**src/rtl/instr_mem_loader.sv**
```systemverilog
// Instruction-memory loader: receives a framed byte stream (LEN, payload, XOR checksum), writes
// little-endian 32-bit words to sequential byte addresses and holds the CPU until the load is good.
module instr_mem_loader #(
  parameter int unsigned ADDR_WIDTH = 8,
  parameter logic [63:0] BASE_ADDR  = 64'h0
) (
  input  logic        clock,
  input  logic        reset,
  input  logic        start,
  input  logic        in_valid,
  input  logic [7:0]  in_data,
  output logic        in_ready,
  output logic        im_we,
  output logic [63:0] im_addr,
  output logic [31:0] im_wdata,
  output logic        cpu_hold,
  output logic        done,
  output logic        error,
  output logic [15:0] words_loaded
);

  localparam logic [63:0] MaxWords = 64'd1 << ADDR_WIDTH;

  typedef enum logic [2:0] {
    StIdle, StLenLo, StLenHi, StData, StCheck, StDone, StError
  } state_e;

  state_e      state_q, state_d;
  logic [15:0] len_q, len_d;
  logic [7:0]  acc_q, acc_d;
  logic [1:0]  byte_cnt_q, byte_cnt_d;
  logic [23:0] buf_q, buf_d;
  logic        im_we_q, im_we_d;
  logic [63:0] im_addr_q, im_addr_d;
  logic [31:0] im_wdata_q, im_wdata_d;
  logic        cpu_hold_q, cpu_hold_d;
  logic        done_q, done_d;
  logic        error_q, error_d;
  logic [15:0] words_q, words_d;
  logic [15:0] new_len;
  logic        accept;

  always_comb begin
    state_d    = state_q;
    len_d      = len_q;
    acc_d      = acc_q;
    byte_cnt_d = byte_cnt_q;
    buf_d      = buf_q;
    im_we_d    = 1'b0;
    im_addr_d  = im_addr_q;
    im_wdata_d = im_wdata_q;
    cpu_hold_d = cpu_hold_q;
    done_d     = done_q;
    error_d    = error_q;
    words_d    = words_q;
    new_len    = {in_data, len_q[7:0]};
    in_ready   = (state_q == StLenLo) || (state_q == StLenHi) ||
                 (state_q == StData)  || (state_q == StCheck);
    accept     = in_valid & in_ready;

    unique case (state_q)
      StIdle, StDone, StError: begin
        if (start) begin
          state_d    = StLenLo;
          cpu_hold_d = 1'b1;
          done_d     = 1'b0;
          error_d    = 1'b0;
          words_d    = 16'd0;
          acc_d      = 8'd0;
          byte_cnt_d = 2'd0;
          len_d      = 16'd0;
        end
      end
      StLenLo: begin
        if (accept) begin
          len_d[7:0] = in_data;
          acc_d      = acc_q ^ in_data;
          state_d    = StLenHi;
        end
      end
      StLenHi: begin
        if (accept) begin
          len_d[15:8] = in_data;
          acc_d       = acc_q ^ in_data;
          byte_cnt_d  = 2'd0;
          if ({48'd0, new_len} > MaxWords) begin
            state_d = StError;
            error_d = 1'b1;
          end else if (new_len == 16'd0) begin
            state_d = StCheck;
          end else begin
            state_d = StData;
          end
        end
      end
      StData: begin
        if (accept) begin
          acc_d      = acc_q ^ in_data;
          byte_cnt_d = byte_cnt_q + 2'd1;
          if (byte_cnt_q == 2'd0) begin
            buf_d[7:0] = in_data;
          end else if (byte_cnt_q == 2'd1) begin
            buf_d[15:8] = in_data;
          end else if (byte_cnt_q == 2'd2) begin
            buf_d[23:16] = in_data;
          end else begin
            // Fourth byte: the registered write strobe and count land together next cycle.
            im_we_d    = 1'b1;
            im_wdata_d = {in_data, buf_q};
            im_addr_d  = BASE_ADDR + {46'd0, words_q, 2'b00};
            words_d    = words_q + 16'd1;
            if (words_q + 16'd1 == len_q) begin
              state_d = StCheck;
            end
          end
        end
      end
      StCheck: begin
        if (accept) begin
          if (in_data == acc_q) begin
            state_d    = StDone;
            done_d     = 1'b1;
            cpu_hold_d = 1'b0;
          end else begin
            state_d = StError;
            error_d = 1'b1;
          end
        end
      end
      default: state_d = StIdle;
    endcase
  end

  always_ff @(posedge clock or negedge reset) begin
    if (!reset) begin
      state_q    <= StIdle;
      len_q      <= 16'd0;
      acc_q      <= 8'd0;
      byte_cnt_q <= 2'd0;
      buf_q      <= 24'd0;
      im_we_q    <= 1'b0;
      im_addr_q  <= 64'd0;
      im_wdata_q <= 32'd0;
      cpu_hold_q <= 1'b0;
      done_q     <= 1'b0;
      error_q    <= 1'b0;
      words_q    <= 16'd0;
    end else begin
      state_q    <= state_d;
      len_q      <= len_d;
      acc_q      <= acc_d;
      byte_cnt_q <= byte_cnt_d;
      buf_q      <= buf_d;
      im_we_q    <= im_we_d;
      im_addr_q  <= im_addr_d;
      im_wdata_q <= im_wdata_d;
      cpu_hold_q <= cpu_hold_d;
      done_q     <= done_d;
      error_q    <= error_d;
      words_q    <= words_d;
    end
  end

  assign im_we        = im_we_q;
  assign im_addr      = im_addr_q;
  assign im_wdata     = im_wdata_q;
  assign cpu_hold     = cpu_hold_q;
  assign done         = done_q;
  assign error        = error_q;
  assign words_loaded = words_q;

endmodule

```
**config.mk**
```make
export PLATFORM = sky130hd
export DESIGN_NAME = instr_mem_loader
export DESIGN_NICKNAME = d
export VERILOG_FILES = /design/src/rtl/instr_mem_loader.sv
export SDC_FILE = /design/constraint.sdc
export NUM_CORES = 1
export LEC_CHECK = 0
export CAP_MARGIN = 20
export CORE_MARGIN = 3
export CORE_UTILIZATION = 52
export DETAILED_ROUTE_END_ITERATION = 7
export PLACE_DENSITY = 0.84
export SETUP_SLACK_MARGIN = 0.2
export SYNTH_ARGS = -nofsm -noshare
export SYNTH_HDL_FRONTEND = slang
export SYNTH_SLANG_ARGS = --single-unit
```
**constraint.sdc**
```tcl
create_clock -name clock -period 2.5 [get_ports clock]
set_clock_uncertainty 0.2 [all_clocks]
set_input_delay 0.5 -clock clock [delete_from_list [all_inputs] [get_ports clock]]
set_output_delay 0.5 -clock clock [all_outputs]
set_load 0.02 [all_outputs]
```
==> run_results.csv, run 1 <==
group,metric,value,unit
cells_and_area,layout.cells.most_common_list,"112 x dfrtp_1, 74 x mux2_2, 67 x clkdlybuf4s50_1, 53 x buf_4, 48 x conb_1",
drt,drc,0,
global_routing,first_global_vias,5080,
clock_network,tritoncts,"done",
placement,port_buffer_count,80,
logic_synthesis,asyncSetResetFlopFracSynth,100,%
drt,detailedRoute.firstIterationViolations,470,
outcome,run_status,"finished clean",
logic_synthesis,yosys.cell_types.count,70,
drt,via_count,5059,
placement,placed_area,7670,um2
drt,drt_pre_antenna_iters,6,
clock_network,cts_num_sinks,121,
floorplanning,total_i_o_pin_count,129,
cells_and_area,final_cell_count_no_fill,905,
logic_synthesis,ys_seq_area_share,46.3,%
floorplanning,start_util,53.7,%
logic_synthesis,postSynthAreaPerCell,10.8,um2
setup_path,setup.worst_path.start,"words_loaded[0]$_DFFE_PN0P_",
timing,post-route-min-period,2390,ps
cells_and_area,num_antenna_cells,0,
global_routing,grt_max_degree,48,
drt,routed_via_density,5.59,
drt,route.detailed.wl_per_inst,17.8,um
global_routing,antenna_violations_before_repair,0,
placement,count_of_placed_standard_cells_including_taps,869,
logic_synthesis,ys_warns,0,
timing,setup_viol,0,
setup_path,timing.reg2reg.setup_slack,110,ps
clock_network,clkTransAtPathRegs,60,ps
global_routing,grt_pass1_wl,26.1,mm
cells_and_area,filler_cell_count,850,
setup_path,worst_ep_required_time,2590,ps
hold_path,timing.hold.worst_path_depth,1,
global_routing,global_route.overflow_total,0,
floorplanning,die-width,118,um
clock_network,cts_root_cell,"clkbuf_16",
setup_path,cp-start-kind,"flip-flop",
placement,dp_hpwl,11.0,mm
clock_network,cts_buffers,17,
global_routing,grt_usage,23.3,%
timing,maxClockFrequency,418,MHz
logic_synthesis,post_synth_inst_count,607,
drt,totalWireLength,16.2,mm
floorplanning,std_cell_rows,40,
cells_and_area,final_net_count,741,
clock_network,clk_latency,420,ps
logic_synthesis,synth_edf_count,0,
placement,globalplace.congestion,0.911,
setup_path,end_kind,"flip-flop",
timing,post-route-period-util,95.6,%
cells_and_area,drive_above_1_share,29.7,%
setup_path,maximum_fanout_count_along_the_critical_path,6,
logic_synthesis,synthesis.area,6530,um2
clock_network,clockBufferDepth,2,
floorplanning,die_h,118,um
cells_and_area,area_growth_syn_to_layout,29.2,%
setup_path,rr_startpoint,"words_loaded[0]$_DFFE_PN0P_",
run,timing.max_cap.violations,0,
clock_network,ctsHtreeMaxLevel,4,
logic_synthesis,synth.ff_latch_count,121,
setup_path,critPathKind,"flip-flop to flip-flop",
timing,final-hold-violation-count,0,
setup_path,worstRegToRegCells,9,
timing,final-max-slew-violation-count,0,
cells_and_area,layout.cells.most_common,"dfrtp_1",
pwr,total_leakage_power,3.74,nW
logic_synthesis,postSynth.topFlopCell,"dfrtp_1",
floorplanning,core_area,12200,um2
setup_path,critical_path.reg2reg.endpoint,"state_q[0]$_DFFE_PN0P_",
setup_path,setup.worst_path.end,"state_q[0]$_DFFE_PN0P_",
drt,drtAntennaViolNets,0,
timing,slew-limit-headroom,61.7,%
pwr,power_density,944,nW/um2
timing,worst-slew-pin-transition,573,ps
setup_path,cp.arrival,2490,ps
hold_path,holdCritPathClass,"flip-flop to flip-flop",
cells_and_area,finalInstanceArea,8440,um2
timing,grt_setup_unrepaired,"yes",
floorplanning,die-area,13900,um2
pwr,vdd.ir_drop.worst,0.000844,V
## layout make-up
| class | instances | area (um2) | share of cell area [%] |
|---|---|---|---|
| clock buffer | 18 | 439 | 5.20 |
| tap | 168 | 210 | 2.49 |
| multi-input combinational | 422 | 3180 | 37.7 |
| timing repair buffer | 141 | 1350 | 16.0 |
| clock inverter | 14 | 149 | 1.76 |
| sequential | 121 | 3040 | 36.0 |
| inverter | 21 | 78.8 | 0.933 |
## cells by family (layout without fill, tap and decap cells)
kind of cell    Yosys count  count (layout)  share of synthesized area [%]
compound gates          125             125                           13.0
mux                      75              75                           12.9
other cells               1              48                         0.0574
xor+xnor                 29              29                           4.00
flops                   121             121                           46.3
fa+ha+maj                 5               5                          0.957
buf+inv                 111             194                           9.90
simple gates            140             140                           12.9
## metal layers
| metal | wire [um] | GRT usage [%] |
|---|---|---|
| met1 | 6450 | 29.0 |
| met3 | 1080 | 5.43 |
| met2 | 8210 | 39.6 |
| met5 | 0 | 0 |
| met4 | 413 | 8.50 |
## sequential cells by signal, summed over array words and instances (netlist names), 2 cells and up
name and count:
words_loaded 16, byte_cnt_q 2, im_wdata 32, im_addr 16, state_q 3, acc_q 8
buf_q 24, len_q 16
## synth_stat cells (14+ instances only)
cell / number / area [um2]
dfrtp_1: 121 / 3030
buf_4: 54 / 405
buf_2: 16 / 80.1
inv_1: 21 / 78.8
mux2_2: 74 / 833
nand2_1: 25 / 93.8
nand3_1: 23 / 115
xnor2_1: 23 / 201
clkbuf_1: 17 / 63.8
o21ai_0: 41 / 205
a21oi_1: 18 / 90.1
nand2b_1: 14 / 87.6
nor2_1: 24 / 90.1
## how the worst min path moves through the flow
stage / end / startpoint / slack [ps]
after floorplan: acc_q[0]$_DFFE_PN0P_ / reset / 4
after global placement: buf_q[13]$_DFFE_PN0P_ / buf_q[13]$_DFFE_PN0P_ / 280
after detailed placement: buf_q[2]$_DFFE_PN0P_ / buf_q[2]$_DFFE_PN0P_ / 290
after CTS: im_wdata[20]$_DFFE_PN0P_ / buf_q[20]$_DFFE_PN0P_ / 300
after global routing: buf_q[1]$_DFFE_PN0P_ / buf_q[1]$_DFFE_PN0P_ / 310
final: im_wdata[20]$_DFFE_PN0P_ / buf_q[20]$_DFFE_PN0P_ / 300
## timing repair
item / 4_1_cts / 5_1_grt
setup buffers: 0 / 2
pin swaps: 7 / 2
gates resized for setup: 28 / 21
hold endpoints to repair: 38 / 0
endpoints found under the setup margin: 13 / 21
gates cloned: 0 / 1
hold buffers: 1 / 0
## stage by stage
stage / power (mW) / setup TNS [ps] / setup slack, ps / util [%] / hold WS (ps)
2_1_floorplan: 4.41 / 0 / 224 / - / 4.41
3_3_place_gp: 5.35 / -595 / -29.7 / 63.0 / 283
3_5_place_dp: 5.46 / -4480 / -185 / 63.0 / 288
4_1_cts: 7.96 / 0 / 146 / 68.6 / 302
5_1_grt: 8.34 / 0 / 37.1 / 69.4 / 313
6_report: 7.97 / 0 / 109 / 69.4 / 300
## critical path: stages (launching register included)
cell	delay, ps
dfrtp_1	390
ha_4	200
nand3_4	110
buf_4	180
o21ai_0	270
nor4b_2	300
o311ai_2	180
nor4_4	170
buf_4	190
o22ai_1	70
## where the power goes
group / switching (mW) / total (mW) / leakage, nW / internal [mW]
registers: 0.364 / 2.89 / 1.48 / 2.53
logic: 1.31 / 2.67 / 1.98 / 1.37
clock network: 0.912 / 2.41 / 0.279 / 1.49
(Power assumes the default switching activity.)
==> run 2: changes to the inputs <==
Settings changed: MAX_ROUTING_LAYER from default to met4, SKIP_CTS_REPAIR_TIMING from default to 1.
==> run_results.csv, run 2 (synthesis gave the netlist of run 1 again) <==
group,metric,value,unit
timing,post-route-min-period,2310,ps
timing,maxClockFrequency,433,MHz
clock_network,cts_num_sinks,121,
floorplanning,std_cell_rows,40,
drt,detailedRoute.firstIterationViolations,379,
hold_path,min_from,"im_addr[13]$_DFFE_PN0P_",
pwr,power_density,949,nW/um2
global_routing,grt_usage,24.5,%
cells_and_area,finalInstanceArea,8580,um2
drt,drtAntennaViolNets,0,
timing,finalSetupTns,0,ps
outcome,run_status,"finished clean",
timing,slew-limit-headroom,60.4,%
clock_network,cts_buffers,17,
run,timing.max_cap.violations,0,
timing,final-max-slew-violation-count,0,
placement,placed_area,7680,um2
pwr,vdd.ir_drop.worst,0.000929,V
cells_and_area,area_growth_syn_to_layout,31.4,%
drt,route.detailed.wl_per_inst,18.0,um
timing,worst-slew-pin-transition,593,ps
setup_path,critPathKind,"flip-flop to output pin",
floorplanning,die_h,118,um
cells_and_area,num_antenna_cells,0,
timing,grt_setup_unrepaired,"yes",
setup_path,timing.critical_path.cells,"buf_4 > clkdlybuf4s50_1",
setup_path,cp.arrival,1610,ps
global_routing,global_route.overflow_total,0,
floorplanning,die-width,118,um
setup_path,critical-path-max-stage-delay,620,ps
cells_and_area,final_net_count,753,
placement,dp_hpwl,11.4,mm
floorplanning,core_area,12200,um2
setup_path,worst_ep_required_time,1800,ps
clock_network,cts_root_cell,"clkbuf_16",
setup_path,cp_slowest_cell,"clkdlybuf4s50_1",
cells_and_area,largest_register_ffs,32,
global_routing,antenna_violations_before_repair,0,
drt,drt_pre_antenna_iters,6,
clock_network,tritoncts,"done",
clock_network,clk_latency,430,ps
drt,via_count,5115,
setup_path,maximum_fanout_count_along_the_critical_path,9,
timing,setup_viol,0,
setup_path,setup.worst_path.start,"words_loaded[1]$_DFFE_PN0P_",
setup_path,rr_startpoint,"words_loaded[5]$_DFFE_PN0P_",
timing,final-hold-violation-count,0,
placement,globalplace.congestion,0.930,
setup_path,cp-start-kind,"flip-flop",
clock_network,clkTransAtPathRegs,50,ps
hold_path,holdCritPathClass,"flip-flop to flip-flop",
cells_and_area,drive_above_1_share,31.0,%
placement,port_buffer_count,80,
pwr,total_leakage_power,3.86,nW
clock_network,clockBufferDepth,2,
drt,drc,0,
global_routing,grt_pass1_wl,26.5,mm
clock_network,ctsHtreeMaxLevel,4,
setup_path,end_kind,"output pin",
timing,post-route-period-util,92.4,%
global_routing,first_global_vias,5171,
global_routing,grt_max_degree,54,
pwr,report.power.total,8.15,mW
cells_and_area,layout.cells.most_common,"dfrtp_1",
floorplanning,die-area,13900,um2
floorplanning,total_i_o_pin_count,129,
floorplanning,start_util,53.7,%
drt,routed_via_density,5.58,
drt,totalWireLength,16.5,mm
cells_and_area,layout.cells.most_common_list,"112 x dfrtp_1, 74 x mux2_2, 69 x clkdlybuf4s50_1, 67 x buf_4, 48 x conb_1",
==> run 2: cell types whose count changed in the layout (fill, tap and decap cells not counted), moves of 2 or more <==
cell / previous run / this run
clkdlybuf4s50_1: 67 / 69
dlygate4sd2_1: 4 / 0
clkinv_2: 3 / 1
dlymetal6s2s_1: 7 / 10
buf_4: 53 / 67
==> run 2: worst max-delay path: cells and delay by family (launching register included) <==
family | cells | cell delay, ps
buffers and inverters | 2 | 800
flip-flops | 1 | 380
==> run 2: per-stage QoR <==
stage / std cells / setup WS [ps] / hold WS [ps] / util [%]
after CTS: 905 / -108 / -110 / 68.3
after floorplan: 654 / 224 / 4.41 / -
after detailed placement: 873 / -86.3 / 291 / 63.2
final: 917 / 191 / 301 / 70.6
after global routing: 917 / 137 / 316 / 70.6
after global placement: 873 / -15.3 / 283 / 63.2
==> run 2: metal layers <==
layer	global-route usage, %	up-vias	part of all wire [%]	wire length (um)
li1	-	2335	-	-
met1	28.4	2512	40	6630
met2	41.0	233	51	8510
met3	6.97	35	6.0	985
met4	7.99	0	2.5	415
met5	-	-	0	0
==> run 2: layout make-up <==
class,count,area (um2)
Clock buffer,19,453
Clock inverter,13,169
Fill cell,896,3580
Inverter,21,78.8
Multi-Input combinational cell,422,3190
Sequential cell,121,3040
Tap cell,168,210
Timing Repair Buffer,153,1440
==> run 2: worst paths after layout <==
| kind | end | slack [ps] | cells after the start |
|---|---|---|---|
| max | words_loaded[1] | 190 | 2 |
| min | im_addr[13]$_DFFE_PN0P_ | 300 | 1 |
| max reg2reg | state_q[0]$_DFFE_PN0P_ | 210 | 6 |
| min reg2reg | im_addr[13]$_DFFE_PN0P_ | 300 | 1 |
| max in group asynchronous | words_loaded[5]$_DFFE_PN0P_ | 950 | 3 |
| min in group asynchronous | im_addr[2]$_DFFE_PN0P_ | 430 | 2 |
==> run 2: power breakdown <==
| group | internal [mW] | switching (mW) | total [mW] |
|---|---|---|---|
| Sequential | 2.53 | 0.377 | 2.90 |
| Combinational | 1.39 | 1.31 | 2.70 |
| Clock | 1.63 | 0.920 | 2.55 |
==> run 3: changes to the inputs <==
Settings changed: SKIP_CTS_REPAIR_TIMING 1 to default.
==> run_results.csv, run 3 (synthesis gave the netlist of run 1 again) <==
group,metric,value,unit
outcome,run_status,"finished clean",
pwr,total_leakage_power,3.77,nW
timing,maxClockFrequency,425,MHz
clock_network,cts_root_cell,"clkbuf_16",
setup_path,setup.worst_path.start,"words_loaded[0]$_DFFE_PN0P_",
pwr,report.power.total,8.14,mW
drt,via_count,5095,
floorplanning,start_util,53.7,%
cells_and_area,final_net_count,751,
cells_and_area,area_growth_syn_to_layout,30.3,%
drt,route.detailed.wl_per_inst,17.9,um
placement,globalplace.congestion,0.930,
floorplanning,std_cell_rows,40,
cells_and_area,largest_register_ffs,32,
timing,post-route-period-util,94.1,%
hold_path,holdCritPathClass,"flip-flop to flip-flop",
setup_path,cp.arrival,2450,ps
floorplanning,core_area,12200,um2
timing,finalSetupTns,0,ps
setup_path,critPathKind,"flip-flop to flip-flop",
drt,drc,0,
clock_network,cts_num_sinks,121,
drt,detailedRoute.firstIterationViolations,504,
floorplanning,die-area,13900,um2
timing,slew-limit-headroom,60.6,%
setup_path,timing.reg2reg.setup_slack,150,ps
global_routing,grt_max_degree,54,
placement,dp_hpwl,11.4,mm
timing,final-hold-violation-count,0,
setup_path,worst_ep_required_time,2600,ps
timing,final-max-slew-violation-count,0,
cells_and_area,num_antenna_cells,0,
timing,setup_viol,0,
floorplanning,die-width,118,um
clock_network,clk_latency,430,ps
placement,placed_area,7680,um2
cells_and_area,drive_above_1_share,30.3,%
drt,drt_pre_antenna_iters,6,
drt,totalWireLength,16.4,mm
clock_network,ctsHtreeMaxLevel,4,
cells_and_area,finalInstanceArea,8520,um2
clock_network,clockBufferDepth,2,
timing,worst-slew-pin-transition,591,ps
cells_and_area,layout.cells.most_common,"dfrtp_1",
timing,post-route-min-period,2350,ps
run,timing.max_cap.violations,0,
pwr,vdd.ir_drop.worst,0.000929,V
floorplanning,total_i_o_pin_count,129,
cells_and_area,layout.cells.most_common_list,"112 x dfrtp_1, 74 x mux2_2, 68 x clkdlybuf4s50_1, 64 x buf_4, 48 x conb_1",
pwr,power_density,956,nW/um2
clock_network,cts_buffers,17,
clock_network,tritoncts,"done",
drt,drtAntennaViolNets,0,
drt,routed_via_density,5.57,
setup_path,rr_startpoint,"words_loaded[0]$_DFFE_PN0P_",
global_routing,first_global_vias,5197,
setup_path,worstRegToRegCells,7,
global_routing,antenna_violations_before_repair,0,
timing,grt_setup_unrepaired,"yes",
global_routing,grt_usage,24.6,%
setup_path,critical_path.reg2reg.endpoint,"state_q[0]$_DFFE_PN0P_",
setup_path,end_kind,"flip-flop",
setup_path,maximum_fanout_count_along_the_critical_path,6,
setup_path,setup.worst_path.end,"state_q[0]$_DFFE_PN0P_",
clock_network,clkTransAtPathRegs,60,ps
placement,port_buffer_count,80,
setup_path,cp-start-kind,"flip-flop",
global_routing,global_route.overflow_total,0,
floorplanning,die_h,118,um
global_routing,grt_pass1_wl,26.6,mm
run 3: per-layer routing:
metal	GRT usage (%)	up-vias	wire length, um
met5	-	-	0
met4	8.06	0	394
met3	6.97	40	1050
met2	41.3	215	8410
met1	28.5	2503	6570
li1	-	2337	-
run 3: metrics by stage:
stage | worst slack [ps] | cells | utilization [%] | hold slack, ps
floorplan | 224 | 654 | - | 4.41
finish | 148 | 915 | 70.0 | 301
global placement | -15.3 | 873 | 63.2 | 283
detailed placement | -86.3 | 873 | 63.2 | 291
CTS | 140 | 906 | 69.0 | 307
global route | 79.6 | 915 | 70.0 | 316
run 3: layout make-up:
type | count | area, um2
fill | 909 | 3650
multi-input combinational | 422 | 3160
sequential | 121 | 3040
timing repair buffer | 151 | 1410
clock buffer | 19 | 453
tap | 168 | 210
clock inverter | 13 | 169
inverter | 21 | 78.8
run 3: power by group:
group | internal, mW | switching (mW)
sequential | 2.53 | 0.375
clock | 1.63 | 0.924
combinational | 1.38 | 1.31
total | 5.54 | 2.61
run 3: what timing repair did:
action                                  4_1_cts  5_1_grt
pin swaps                                     1        5
hold buffers                                  1        0
gates resized for setup                      27       20
buffers inserted                              0        9
endpoints found under the setup margin       14       20
hold endpoints to repair                     40        0
run 3: how the worst min path moves through the flow:
stage | cells after the start | from | slack, ps | end
finish | 1 | im_addr[13]$_DFFE_PN0P_ | 300 | im_addr[13]$_DFFE_PN0P_
global route | 1 | buf_q[17]$_DFFE_PN0P_ | 320 | buf_q[17]$_DFFE_PN0P_
detailed placement | 1 | buf_q[17]$_DFFE_PN0P_ | 290 | buf_q[17]$_DFFE_PN0P_
global placement | 1 | buf_q[16]$_DFFE_PN0P_ | 280 | buf_q[16]$_DFFE_PN0P_
CTS | 1 | im_addr[13]$_DFFE_PN0P_ | 310 | im_addr[13]$_DFFE_PN0P_
floorplan | 0 | reset | 4 | acc_q[0]$_DFFE_PN0P_
run 3: worst max-delay path, stage by stage (launching register included):
cell,delay [ps]
dfrtp_1,390
ha_4,190
nand3_4,110
or4_4,500
a22oi_2,150
o221ai_2,140
nor4_4,410
o22ai_1,120
